`src/rtl/atpg_ctrl_pkg.sv`:
```
// Shared types and default constants for the ATPG test-mode entry/exit sequencer.
// Contents: FSM state enum and width, default unlock key, debounce and exit filter lengths.
package atpg_ctrl_pkg;

    localparam int unsigned STATE_W      = 3;
    localparam int unsigned KEY_W_DEF    = 16;
    localparam logic [15:0] KEY_VAL_DEF  = 16'h1127;
    localparam int unsigned DEB_CYC_DEF  = 8;
    localparam int unsigned EXIT_CYC_DEF = 16;

    typedef enum logic [STATE_W-1:0] {
        ST_IDLE = 3'd0,
        ST_KEY  = 3'd1,
        ST_ARM  = 3'd2,
        ST_SCAN = 3'd3,
        ST_EXIT = 3'd4,
        ST_LOCK = 3'd5
    } state_e;

endpackage

```
`src/rtl/atpg_sync2.sv`:
```
// Two-flop synchronizer with asynchronous active-low reset (output resets to 0).
// Ports: clk, rstz, d (asynchronous input), q (synchronized output).
module atpg_sync2 (
    input  logic clk,
    input  logic rstz,
    input  logic d,
    output logic q
);

    logic meta_q;
    logic sync_q;

    always_ff @(posedge clk or negedge rstz) begin
        if (!rstz) begin
            meta_q <= 1'b0;
            sync_q <= 1'b0;
        end else begin
            meta_q <= d;
            sync_q <= meta_q;
        end
    end

    assign q = sync_q;

endmodule

```
`src/rtl/atpg_mode_ctrl.sv`:
```
// ATPG test-mode sequencer: qualifies TST plus a serial unlock key before asserting
// scan_mode, filters TST-low for scan exit and requests a functional reset on exit.
// Ports: clk, rstz, tst_pin (async), key_vld/key_bit (serial key), se_pin (pad SE);
//        scan_mode, scan_en (combinational), pad_so_oe, core_rst_req, key_err,
//        key_lock, state_o (debug).
// Config macro ATPG_LOCK_EN: adds a fail counter; the third wrong key locks out
// key entry until reset. Undefined: LOCK unreachable and key_lock tied 0.
module atpg_mode_ctrl
    import atpg_ctrl_pkg::*;
#(
    parameter int unsigned      KEY_W    = KEY_W_DEF,
    parameter logic [KEY_W-1:0] KEY_VAL  = KEY_W'(KEY_VAL_DEF),
    parameter int unsigned      DEB_CYC  = DEB_CYC_DEF,
    parameter int unsigned      EXIT_CYC = EXIT_CYC_DEF
) (
    input  logic               clk,
    input  logic               rstz,
    input  logic               tst_pin,
    input  logic               key_vld,
    input  logic               key_bit,
    input  logic               se_pin,
    output logic               scan_mode,
    output logic               scan_en,
    output logic               pad_so_oe,
    output logic               core_rst_req,
    output logic               key_err,
    output logic               key_lock,
    output logic [STATE_W-1:0] state_o
);

    localparam int unsigned KCNT_W = $clog2(KEY_W + 1);
    localparam int unsigned DCNT_W = $clog2(DEB_CYC + 1);
    localparam int unsigned ECNT_W = $clog2(EXIT_CYC + 1);

    state_e            state_q, state_d;
    logic              tst_s;
    logic              tst_prev_q, tst_prev_d;
    logic              tst_rise;
    logic [KEY_W-1:0]  key_sr_q, key_sr_d;
    logic [KCNT_W-1:0] key_cnt_q, key_cnt_d;
    logic [DCNT_W-1:0] deb_cnt_q, deb_cnt_d;
    logic [ECNT_W-1:0] exit_cnt_q, exit_cnt_d;
    logic              scan_mode_q, scan_mode_d;
    logic              pad_so_oe_q, pad_so_oe_d;
    logic              core_rst_req_q, core_rst_req_d;
    logic              key_err_q, key_err_d;
`ifdef ATPG_LOCK_EN
    logic [1:0]        fail_cnt_q, fail_cnt_d;
    logic              key_lock_q, key_lock_d;
`endif

    // TST pad synchronizer
    atpg_sync2 u_tst_sync (
        .clk  (clk),
        .rstz (rstz),
        .d    (tst_pin),
        .q    (tst_s)
    );

    assign tst_rise = tst_s & ~tst_prev_q;

    // State and datapath registers
    always_ff @(posedge clk or negedge rstz) begin
        if (!rstz) begin
            state_q        <= ST_IDLE;
            tst_prev_q     <= 1'b0;
            key_sr_q       <= '0;
            key_cnt_q      <= '0;
            deb_cnt_q      <= '0;
            exit_cnt_q     <= '0;
            scan_mode_q    <= 1'b0;
            pad_so_oe_q    <= 1'b0;
            core_rst_req_q <= 1'b0;
            key_err_q      <= 1'b0;
`ifdef ATPG_LOCK_EN
            fail_cnt_q     <= '0;
            key_lock_q     <= 1'b0;
`endif
        end else begin
            state_q        <= state_d;
            tst_prev_q     <= tst_prev_d;
            key_sr_q       <= key_sr_d;
            key_cnt_q      <= key_cnt_d;
            deb_cnt_q      <= deb_cnt_d;
            exit_cnt_q     <= exit_cnt_d;
            scan_mode_q    <= scan_mode_d;
            pad_so_oe_q    <= pad_so_oe_d;
            core_rst_req_q <= core_rst_req_d;
            key_err_q      <= key_err_d;
`ifdef ATPG_LOCK_EN
            fail_cnt_q     <= fail_cnt_d;
            key_lock_q     <= key_lock_d;
`endif
        end
    end

    // Next-state, counters and registered-output decode
    always_comb begin
        state_d    = state_q;
        tst_prev_d = tst_s;
        key_sr_d   = key_sr_q;
        key_cnt_d  = key_cnt_q;
        deb_cnt_d  = deb_cnt_q;
        exit_cnt_d = exit_cnt_q;
        key_err_d  = 1'b0;
`ifdef ATPG_LOCK_EN
        fail_cnt_d = fail_cnt_q;
`endif

        unique case (state_q)
            ST_IDLE: begin
                if (tst_rise) begin
                    state_d   = ST_KEY;
                    key_sr_d  = '0;
                    key_cnt_d = '0;
                end
            end
            ST_KEY: begin
                // TST loss beats both the compare and a last key bit
                if (!tst_s) begin
                    state_d = ST_IDLE;
                end else if (key_cnt_q == KCNT_W'(KEY_W)) begin
                    if (key_sr_q == KEY_VAL) begin
                        state_d   = ST_ARM;
                        deb_cnt_d = '0;
`ifdef ATPG_LOCK_EN
                        fail_cnt_d = '0;
`endif
                    end else begin
                        key_err_d = 1'b1;
`ifdef ATPG_LOCK_EN
                        fail_cnt_d = fail_cnt_q + 2'd1;
                        state_d    = (fail_cnt_q == 2'd2) ? ST_LOCK : ST_IDLE;
`else
                        state_d    = ST_IDLE;
`endif
                    end
                end else if (key_vld) begin
                    key_sr_d  = {key_sr_q[KEY_W-2:0], key_bit};
                    key_cnt_d = key_cnt_q + KCNT_W'(1);
                end
            end
            ST_ARM: begin
                if (!tst_s) begin
                    state_d = ST_IDLE;
                end else if (deb_cnt_q == DCNT_W'(DEB_CYC - 1)) begin
                    state_d    = ST_SCAN;
                    exit_cnt_d = '0;
                end else begin
                    deb_cnt_d = deb_cnt_q + DCNT_W'(1);
                end
            end
            ST_SCAN: begin
                // Exit needs EXIT_CYC consecutive low samples
                if (tst_s) begin
                    exit_cnt_d = '0;
                end else if (exit_cnt_q == ECNT_W'(EXIT_CYC - 1)) begin
                    state_d = ST_EXIT;
                end else begin
                    exit_cnt_d = exit_cnt_q + ECNT_W'(1);
                end
            end
            ST_EXIT: begin
                state_d = ST_IDLE;
            end
`ifdef ATPG_LOCK_EN
            ST_LOCK: begin
                state_d = ST_LOCK;
            end
`endif
            default: begin
                state_d = ST_IDLE;
            end
        endcase

        scan_mode_d    = (state_d == ST_SCAN);
        pad_so_oe_d    = (state_d == ST_SCAN);
        core_rst_req_d = (state_d == ST_EXIT);
`ifdef ATPG_LOCK_EN
        key_lock_d     = (state_d == ST_LOCK);
`endif
    end

    assign scan_mode    = scan_mode_q;
    assign pad_so_oe    = pad_so_oe_q;
    assign core_rst_req = core_rst_req_q;
    assign key_err      = key_err_q;
    assign state_o      = state_q;
    // Pad SE reaches the core unregistered so ATPG timing is set at the pad
    assign scan_en      = scan_mode_q & se_pin;
`ifdef ATPG_LOCK_EN
    assign key_lock     = key_lock_q;
`else
    assign key_lock     = 1'b0;
`endif

endmodule

```
`config.mk`:
```
export PLATFORM = sky130hd
export DESIGN_NAME = atpg_mode_ctrl
export DESIGN_NICKNAME = d
export VERILOG_FILES = /design/src/rtl/atpg_ctrl_pkg.sv /design/src/rtl/atpg_sync2.sv /design/src/rtl/atpg_mode_ctrl.sv
export SDC_FILE = /design/constraint.sdc
export NUM_CORES = 1
export LEC_CHECK = 0
export BUFFER_PORTS_ARGS = -buffer_cell sky130_fd_sc_hd__buf_4
export CORE_MARGIN = 2
export CORE_UTILIZATION = 40
export DETAILED_ROUTE_END_ITERATION = 6
export GPL_TIMING_DRIVEN = 0
export SLEW_MARGIN = 20
export SYNTH_ARGS = -nofsm -noshare
export SYNTH_HDL_FRONTEND = slang
export SYNTH_SLANG_ARGS = --single-unit
```
`constraint.sdc`:
```
create_clock -name clk -period 2.4 [get_ports clk]
set_input_delay 0.24 -clock clk [delete_from_list [all_inputs] [get_ports clk]]
set_output_delay 0.24 -clock clk [all_outputs]
set_load 0.01 [all_outputs]
```
==> results by group <==
Outcome
  • Outcome: completed

Timing
  • Max Clock Freq: between 400 and 500 MHz
  • Worst slew pin tran: slightly above 600 ps
  • Final hold violation count: 0
  • Slew headroom: 0.591
  • Slew Limit Fails: 0
  • Final Critical Period: just over 2000 ps
  • Final Cycle Share: 0.839
  • Final setup skew: 7.78 ps
  • RSZ-0062 raised after global routing: false
  • Setup violations, final: 0
  • Setup TNS: 0 ps

Critical path
  • CP dominant cell by count: ha_1
  • Reg-to-Reg Start: exit_cnt_q[0]
  • Startpoint Class: flop
  • CP delay by family, top: compound AO/OA/AOI/OAI gates
  • CP required: 2580 ps
  • Slowest CP cell: o21ai_1
  • Buf/Inv on CP: 0
  • Cells on worst reg2reg path: 6
  • Reg2Reg Capture Point: exit_cnt_q[4]
  • Arrival @ worst endpoint: 2190 ps
  • CP cell instances: ha_1, and3_1, ha_1, nor2b_1, o21ai_1, mux2_2
  • Setup CP Type: flop to flop
  • Reg2reg setup slack: approximately 390 ps
  • CP endpoint kind: flop
  • Max stage delay on crit path: 490 ps
  • CP Max Fanout: 7

Yosys
  • Main synth FF type: dfrtp_1
  • Number of synthesized register bits: 39
  • Mapped Area: a little under 2000 sq um
  • Most numerous cell in the Yosys netlist: dfrtp_1
  • Sequential share of the synthesized area: 0.504
  • Post-Synthesis Cells: about 190
  • Synth top area share: 0.504
  • Post-synth ARST share: 1.00
  • Avg Inst Size Synth: roughly 10 sq um
  • Ranking of synthesized cells by area: dfrtp_1 (50%), o31ai_1 (6.2%), o21ai_0 (5.7%), nand2_1 (4.5%), ha_1 (3.2%)
  • Leading area contributor after synthesis: dfrtp_1
  • Synth top cells by count: dfrtp_1 (39), nand2_1 (23), o21ai_0 (22), o31ai_1 (16), nand3_1 (8)
  • Synth unique cells: 39
  • Mapped Nets: 197
  • Post-synth EDFFs: 0
  • Synth warn: 0

Detailed routing
  • WL final: ~3900 um
  • DRT iter0 DRCs: about 100
  • Vias per cell: 5.53
  • Initial DRT Pass Iterations: 4
  • Post-route ant nets: 0
  • DRC: 0
  • Wirelength per Cell: 14.8 um
  • DR vias: 1448

Worst hold path
  • Hold Startpoint: tst_pin
  • Worst Hold Path EP: u_tst_sync.meta_q
  • Hold Crit Depth: 1
  • Min-delay worst type: input port to flop

Pwr
  • Pleak: slightly below 1 nW
  • Peak supply drop: 0.184 mV
  • Power per standard cell area: 577 nW/um^2

Floorplan
  • Total die area: 5410 sq um
  • # rows: 25
  • IO Pins: 15
  • Starting density of the core: 0.413
  • Die H: approximately 74 um
  • Core Box Area: ~4700 sq um
  • Die X: 73.6 um

GRT
  • Pin count of the biggest net entering global routing: 40
  • Gr ovfl total: 0
  • Initial antenna violation count: 0
  • First-pass GRT wire length: 6740 um
  • GRT Util Overall: 0.165
  • Vias in the first global route: 1471

CTS
  • PostCTS Resize Cnt: 0
  • Clock Tree Buf Depth: 2
  • Worst-path clk slew: about 70 ps
  • CTS Buf Count: 5
  • Root Buffer: clkbuf_8
  • # H-tree levels: 2
  • Clk_lat worst skew: 300 ps
  • CTS sink cnt: 39
  • Hold_buf cts: 1
  • # Post-CTS Setup Buffers: 0
  • CTS tree: yes

Placement
  • Post-detail-place hpwl: 2730 um
  • Placer Congestion: 0.778
  • PortBufs: 13

Final layout
  • Layout cell share with drive strength beyond 1: 0.173
  • P&R area growth vs syn: 13.3%
  • Post-Route Utilization: 0.467
  • Ant diodes: 0
  • Layout net count: 218

Flow run
  • Max-cap check violation count: 0
## worst max path at each step
stage                  start       endpoint  slack (ps)  cells past startpoint
2_1_floorplan  exit_cnt_q[0]  exit_cnt_q[4]         710                      6
3_3_place_gp   exit_cnt_q[0]  exit_cnt_q[4]         440                      6
3_5_place_dp   exit_cnt_q[0]  exit_cnt_q[4]         390                      6
4_1_cts        exit_cnt_q[0]  exit_cnt_q[4]         390                      6
5_1_grt        exit_cnt_q[1]  exit_cnt_q[4]         260                      6
6_report       exit_cnt_q[0]  exit_cnt_q[4]         390                      6
## registers in the layout (all words and copies together) (netlist names), 3 cells and up
name        count
key_sr_q       16
exit_cnt_q      5
key_cnt_q       5
deb_cnt_q       4
state_o         3
## cell usage in the layout (no fill, tap or decap), types with 3 or more instances in the layout
master,count
dfrtp_1,39
nand2_1,23
o21ai_0,22
buf_4,16
o31ai_1,16
nand3_1,8
inv_1,6
nor2_1,6
ha_1,5
clkbuf_8,5
and2_1,4
and3_1,4
nor2b_1,3
nor4bb_1,3
nand3b_1,3
o21ai_1,3
buf_2,3
clkbuf_1,3
or3_1,3
a21boi_1,3
## cell families after synthesis
logic type | Yosys count | synth area share
AO/OA/AOI/OAI | 51 | 0.171
flip-flops | 39 | 0.504
other | 1 | 0.00194
buffers and inverters | 17 | 0.0569
adder cells (fa/ha/maj) | 5 | 0.0323
XOR/XNOR | 3 | 0.0136
multiplexers | 4 | 0.0220
AND/OR/NAND/NOR | 66 | 0.198
## metrics by stage
step	area [sq um]	cells	total power [mW]	hold slack, ps	worst slack [ps]
3_5_place_dp	2100	253	0.849	244	394
6_report	2190	262	1.27	52.0	388
4_1_cts	2190	262	1.28	40.9	386
2_1_floorplan	1940	186	0.797	-55.6	705
3_3_place_gp	2100	253	0.840	233	440
5_1_grt	2190	262	1.33	30.8	256
## power breakdown
group | internal [mW] | total (mW) | switching, mW
Clock | 0.204 | 0.430 | 0.226
Sequential | 0.677 | 0.692 | 0.0156
Combinational | 0.0559 | 0.143 | 0.0870
## final cells by class
type	instances	area, sq um
Fill cell	448	2500
Sequential cell	39	976
Inverter	6	22.5
Timing Repair Buffer	14	108
Clock buffer	7	76.3
Clock inverter	1	5.00
Tap cell	54	67.6
Multi-Input combinational cell	130	850
Buffer	11	87.6
## worst register-to-register path, cell delays in order (launching register included)
cell and delay (ps):
dfrtp_1 380, ha_1 190, and3_1 160, ha_1 200
nor2b_1 80, o21ai_1 490, mux2_2 400
## per-layer routing
layer / track usage / vias up / wire length [um]
met2: 0.266 / 28 / 1890
li1: - / 700 / -
met1: 0.201 / 711 / 1750
met3: 0.0412 / 9 / 124
met4: 0.0929 / 0 / 103
met5: 0 / - / 0
Power figures use the tool's default switching activity.
